**src/rtl/lfsr_rand_gen.sv**
```systemverilog
// Fibonacci-LFSR random number generator with request/done handshake and
// rejection sampling against a runtime bound. `LFSR_SEED_LOAD_EN adds runtime reseeding.
module lfsr_rand_gen #(
  parameter int unsigned      WIDTH   = 14,
  parameter logic [WIDTH-1:0] TAPS    = 14'h3802,
  parameter logic [WIDTH-1:0] SEED    = 14'h30AF,
  parameter int unsigned      STEPS   = 1,
  parameter int unsigned      MAX_TRY = 15
) (
  input  logic             i_Clk,
  input  logic             i_Rst,
  input  logic             i_RandNeed,
  input  logic [WIDTH-1:0] i_Bound,
`ifdef LFSR_SEED_LOAD_EN
  input  logic             i_SeedLoad,
  input  logic [WIDTH-1:0] i_Seed,
`endif
  output logic [WIDTH-1:0] o_RandNum,
  output logic             o_isRanDone,
  output logic             o_Busy,
  output logic             o_Fallback
);

  typedef enum logic [1:0] {
    S_IDLE  = 2'd0,
    S_SHIFT = 2'd1,
    S_CHECK = 2'd2,
    S_DONE  = 2'd3
  } state_t;

  localparam int unsigned STEP_W = (STEPS > 1) ? $clog2(STEPS) : 1;
  localparam int unsigned TRY_W  = (MAX_TRY > 1) ? $clog2(MAX_TRY) : 1;
  localparam logic [STEP_W-1:0] STEP_LAST = STEP_W'(STEPS - 1);
  localparam logic [TRY_W-1:0]  TRY_LAST  = TRY_W'(MAX_TRY - 1);
  // An all-zero seed would lock the LFSR, so it is replaced by 1.
  localparam logic [WIDTH-1:0] SEED_EFF = (SEED == {WIDTH{1'b0}}) ?
                                          {{(WIDTH-1){1'b0}}, 1'b1} : SEED;

  function automatic logic [WIDTH-1:0] lfsr_step(input logic [WIDTH-1:0] s);
    lfsr_step = {s[WIDTH-2:0], ^(s & TAPS)};
  endfunction

  state_t             state_q, state_d;
  logic [WIDTH-1:0]   lfsr_q, lfsr_d;
  logic [WIDTH-1:0]   bound_q, bound_d;
  logic [STEP_W-1:0]  step_q, step_d;
  logic [TRY_W-1:0]   try_q, try_d;
  logic [WIDTH-1:0]   rand_q, rand_d;
  logic               fallback_q, fallback_d;
  logic               done_q, done_d;
  logic               busy_q, busy_d;

  logic               seed_load_s;
  logic [WIDTH-1:0]   seed_val_s;
  logic               req_take_s;
  logic               accept_s;
  logic               try_last_s;

`ifdef LFSR_SEED_LOAD_EN
  assign seed_load_s = i_SeedLoad;
  assign seed_val_s  = (i_Seed == {WIDTH{1'b0}}) ? SEED_EFF : i_Seed;
`else
  assign seed_load_s = 1'b0;
  assign seed_val_s  = SEED_EFF;
`endif

  // A seed load in IDLE wins over a same-cycle request, which is dropped.
  assign req_take_s = i_RandNeed & ~seed_load_s;
  assign accept_s   = (bound_q == {WIDTH{1'b0}}) || (lfsr_q < bound_q);
  assign try_last_s = (try_q == TRY_LAST);

  // State and datapath registers
  always_ff @(posedge i_Clk or posedge i_Rst) begin
    if (i_Rst) begin
      state_q    <= S_IDLE;
      lfsr_q     <= SEED_EFF;
      bound_q    <= {WIDTH{1'b0}};
      step_q     <= {STEP_W{1'b0}};
      try_q      <= {TRY_W{1'b0}};
      rand_q     <= {WIDTH{1'b0}};
      fallback_q <= 1'b0;
      done_q     <= 1'b0;
      busy_q     <= 1'b0;
    end else begin
      state_q    <= state_d;
      lfsr_q     <= lfsr_d;
      bound_q    <= bound_d;
      step_q     <= step_d;
      try_q      <= try_d;
      rand_q     <= rand_d;
      fallback_q <= fallback_d;
      done_q     <= done_d;
      busy_q     <= busy_d;
    end
  end

  // Next-state logic
  always_comb begin
    state_d = state_q;
    case (state_q)
      S_IDLE: begin
        if (req_take_s) state_d = S_SHIFT;
        else            state_d = S_IDLE;
      end
      S_SHIFT: begin
        if (step_q == STEP_LAST) state_d = S_CHECK;
        else                     state_d = S_SHIFT;
      end
      S_CHECK: begin
        if (accept_s || try_last_s) state_d = S_DONE;
        else                        state_d = S_SHIFT;
      end
      S_DONE:  state_d = S_IDLE;
      default: state_d = S_IDLE;
    endcase
  end

  // Datapath: LFSR, counters, latched bound and result
  always_comb begin
    logic [WIDTH-1:0] lfsr_nxt_s;
    lfsr_nxt_s = lfsr_q;
    bound_d    = bound_q;
    step_d     = step_q;
    try_d      = try_q;
    rand_d     = rand_q;
    fallback_d = fallback_q;
    case (state_q)
      S_IDLE: begin
        if (seed_load_s) begin
          lfsr_nxt_s = seed_val_s;
        end else if (i_RandNeed) begin
          bound_d = i_Bound;
          step_d  = {STEP_W{1'b0}};
          try_d   = {TRY_W{1'b0}};
        end else begin
          lfsr_nxt_s = lfsr_q;
        end
      end
      S_SHIFT: begin
        lfsr_nxt_s = lfsr_step(lfsr_q);
        if (step_q == STEP_LAST) step_d = {STEP_W{1'b0}};
        else                     step_d = step_q + STEP_W'(1);
      end
      S_CHECK: begin
        if (accept_s) begin
          rand_d     = lfsr_q;
          fallback_d = 1'b0;
        end else if (try_last_s) begin
          rand_d     = {WIDTH{1'b0}};
          fallback_d = 1'b1;
        end else begin
          try_d  = try_q + TRY_W'(1);
          step_d = {STEP_W{1'b0}};
        end
      end
      S_DONE:  lfsr_nxt_s = lfsr_q;
      default: lfsr_nxt_s = lfsr_q;
    endcase
    lfsr_d = (lfsr_q == {WIDTH{1'b0}}) ? SEED_EFF : lfsr_nxt_s;
  end

  // Output decode from next state so the handshake outputs come from flops
  always_comb begin
    done_d = (state_d == S_DONE);
    busy_d = (state_d != S_IDLE);
  end

  assign o_RandNum   = rand_q;
  assign o_isRanDone = done_q;
  assign o_Busy      = busy_q;
  assign o_Fallback  = fallback_q;

endmodule

```
**config.mk**
```make
export PLATFORM = sky130hd
export DESIGN_NAME = lfsr_rand_gen
export DESIGN_NICKNAME = d
export VERILOG_FILES = /design/src/rtl/lfsr_rand_gen.sv
export SDC_FILE = /design/constraint.sdc
export NUM_CORES = 1
export LEC_CHECK = 0
export ABC_AREA = 1
export CAP_MARGIN = 20
export CELL_PAD_IN_SITES_DETAIL_PLACEMENT = 1
export CELL_PAD_IN_SITES_GLOBAL_PLACEMENT = 1
export CORE_UTILIZATION = 37
export DETAILED_ROUTE_END_ITERATION = 8
export GPL_TIMING_DRIVEN = 0
export HOLD_SLACK_MARGIN = 0.08
export MAX_ROUTING_LAYER = met4
export PLACE_DENSITY = 0.81
export SETUP_SLACK_MARGIN = 0.5
export SYNTH_ARGS = -nofsm -noshare
export SYNTH_HDL_FRONTEND = slang
export SYNTH_SLANG_ARGS = --single-unit
```
**constraint.sdc**
```tcl
create_clock -name i_Clk -period 1.8 [get_ports i_Clk]
set_input_delay 0.54 -clock i_Clk [delete_from_list [all_inputs] [get_ports i_Clk]]
set_output_delay 0.54 -clock i_Clk [all_outputs]
set_load 0.1 [all_outputs]
```
==> impl_metrics.env <==
export IMPL_grt_max_degree=27
export IMPL_start_util_pct=39.3
export IMPL_timing_slew_headroom_pct=61.1
export IMPL_rsz0062_at_grt="true"
export IMPL_r2r_start="lfsr_q[13]"
export IMPL_worstMarginPinSlew_ns=0.583
export IMPL_drv_cap=0
export IMPL_path_delay_family="flip-flops"
export IMPL_holdPathStages=2
export IMPL_endpoint="o_RandNum[2]"
export IMPL_numCtsBuffers=5
export IMPL_rr_endpoint="o_RandNum[2]"
export IMPL_synth_fp_nets=332
export IMPL_antenna_found_initial=0
export IMPL_slowest_stage="dfstp_2"
export IMPL_cp_data_arrival_time_ns=2.12
export IMPL_clk_latency_ns=0.31
export IMPL_fp_dieW_um=85.1
export IMPL_gr_total_overflow=0
export IMPL_status="complete, but fails checks"
export IMPL_wirelength_mm=7.21
export IMPL_rows=29
export IMPL_design_core_area_um2=6490
export IMPL_path_cells="ha_4, nand2_4, inv_1, nand2_1, nand2_1, a21oi_2, nand2_2, nand2_2, nand2_4, inv_6, clkbuf_16, nand2_2, nand2_1"
export IMPL_dp_hpwl_mm=4.46
export IMPL_post_drt_wl_per_cell_um=16.1
export IMPL_num_vias=2252
export IMPL_critPathMaxStageDelay_ns=0.59
export IMPL_path_buf_inv=3
export IMPL_hp_class="reg -> reg"
export IMPL_io_pins=34
export IMPL_reg2regPathDepth=13
export IMPL_syn_inst=299
export IMPL_fin_tns_setup_ns=-0.714
export IMPL_cp_num_cells=13
export IMPL_drv_slew=0
export IMPL_endpoint_kind="flop"
export IMPL_crit_start="lfsr_q[13]"
export IMPL_port_buffers=33
export IMPL_nets=402
export IMPL_reg2reg_slack_ns=-0.07
export IMPL_syn_area_um2=2550
export IMPL_ant_nets=0
export IMPL_cts_tree="built"
export IMPL_setup_viol=19
export IMPL_place_congestion=0.802
export IMPL_regArea_um2=1310
export IMPL_avgSynthCellArea_um2=8.54
export IMPL_synth_distinct_cells=26
export IMPL_crit_type="reg -> reg"
export IMPL_yosysWarnings=0
export IMPL_grt_usage_pct=21.7
export IMPL_crit_fanout=6
export IMPL_syn2layout_area_growth_pct=49.9
export IMPL_htree_num_levels=2
export IMPL_final_hold_viol_count=0
export IMPL_setup_slack_ns=-0.0701
export IMPL_cts_root_buf="clkbuf_8"
export IMPL_antenna_cells=0
export IMPL_dr_pass1_iters=4
export IMPL_clock_sinks=51
export IMPL_fin_area_um2=3830
export IMPL_skew_ns=0.00603
export IMPL_grt_pass1_wl_mm=11.6
export IMPL_synth_seq_cells=51
export IMPL_die_area_um2=7240
export IMPL_min_period_ns=1.87
export IMPL_first_iter_violations=78
export IMPL_vias_per_cell=5.04
export IMPL_die_height_um=85.1
export IMPL_place_area_um2=3070
export IMPL_clkSlewWorstSetupHoldPaths_ns=0.10
export IMPL_hold_buffers=0
export IMPL_first_global_vias=2360
export IMPL_cp_data_required_time_ns=2.05
export IMPL_cts_buffer_depth=2
export IMPL_multi_input_area_um2=1250
export IMPL_nFillCells=728
export IMPL_timing_final_crit_share_pct=104
export IMPL_violations="negative setup slack"
export IMPL_drive_gt1_share_pct=40.5
export IMPL_clock_fmax_mhz=535
export IMPL_drc=0
export IMPL_startpoint_type="flop"
export IMPL_ys_seq_area_share_pct=50.3
registers in the layout, summed over array words and instances, names as in the netlist:
signal and cells:
lfsr_q 14, o_Busy 1, bound_q 14, o_isRanDone 1, state_q 2, o_RandNum 14, try_q 4, o_Fallback 1
layer usage:
| layer | routed length (um) | vias to the layer above | global-route usage, % | part of all wire (%) |
|---|---|---|---|---|
| met5 | 0 | - | - | 0 |
| met4 | 96 | 0 | 6.01 | 1.3 |
| met3 | 180 | 8 | 3.60 | 2.5 |
| met2 | 3740 | 44 | 37.2 | 52 |
| met1 | 3200 | 1128 | 26.3 | 44 |
| li1 | - | 1072 | - | - |
cells in the final DEF (no fill, tap or decap), drive strengths merged, types with 3 or more instances in the layout:
cell type and instances:
dfstp 8, clkbuf 11, nor2 17, nand2 114
a21oi 5, o21ai 22, nand3 10, o211ai 4
nand4 5, dfrtp 43, clkdlybuf4s50 15, clkinvlp 3
buf 49, inv 38, ha 16
synth_stat cells, drive strengths merged:
cell type | instances | area share (%)
xor2 | 2 | 0.69
nor2 | 17 | 2.9
inv | 39 | 5.9
o211ai | 4 | 1.2
buf | 4 | 1.7
nand3 | 10 | 2.2
xnor2 | 2 | 0.69
dfrtp | 43 | 42
nor4 | 1 | 0.25
o21ai | 22 | 4.3
dfstp | 8 | 8.2
nor3 | 2 | 0.39
clkbuf | 4 | 0.59
mux2 | 1 | 0.44
nand4 | 5 | 1.2
nand2 | 114 | 18
ha | 16 | 7.8
a21oi | 5 | 0.98
worst reg2reg max path, cell delays in order, from the launching register on:
cell and delay (ns):
dfstp_2 0.59, ha_4 0.22, nand2_4 0.08, inv_1 0.05, nand2_1 0.06, nand2_1 0.06
a21oi_2 0.13, nand2_2 0.09, nand2_2 0.08, nand2_4 0.09, inv_6 0.11, clkbuf_16 0.15
nand2_2 0.05, nand2_1 0.05
kinds of logic after synthesis:
family	share of synthesized area (%)
buffers and inverters	8.23
multiplexers	0.441
adder cells (fa/ha/maj)	7.84
flip-flops	50.3
AO/OA/AOI/OAI	6.46
XOR/XNOR	1.37
AND/OR/NAND/NOR	25.3
metrics by stage:
stage / cells / util, % / worst slack [ns] / hold slack [ns]
after floorplan: 299 / - / 0.142 / 0.483
after global placement: 409 / 47.2 / -0.262 / 0.461
after detailed placement: 409 / 47.2 / -0.290 / 0.463
after CTS: 437 / 55.7 / -0.0665 / 0.515
after global routing: 447 / 58.9 / -0.191 / 0.545
final: 447 / 58.9 / -0.0701 / 0.524
how the worst min path moves through the flow:
stage | start | to | slack [ns]
after global routing | lfsr_q[0] | o_RandNum[0] | 0.55
after global placement | o_RandNum[13] | o_RandNum[13] | 0.46
after CTS | o_RandNum[9] | o_RandNum[9] | 0.52
after detailed placement | o_RandNum[10] | o_RandNum[10] | 0.46
final | lfsr_q[0] | o_RandNum[0] | 0.52
after floorplan | try_q[3] | try_q[3] | 0.48
layout make-up:
class	instances	share of cell area, %
clock inverter	2	0.980
sequential	51	34.2
tap	77	2.52
timing repair inverter	1	0.196
clock buffer	6	1.90
timing repair buffer	62	21.1
inverter	39	4.12
buffer	8	2.35
multi-input combinational	201	32.6
what timing repair did:
item,in CTS,in global routing
setup endpoints to repair,118,66
gates resized for setup,184,45
cloned,3,3
pin swaps,11,24
setup buffers,17,7
Power is left out: the tool's default activity adds up to more than one toggle a clock period on the data nets, which glitch-free logic cannot reach.
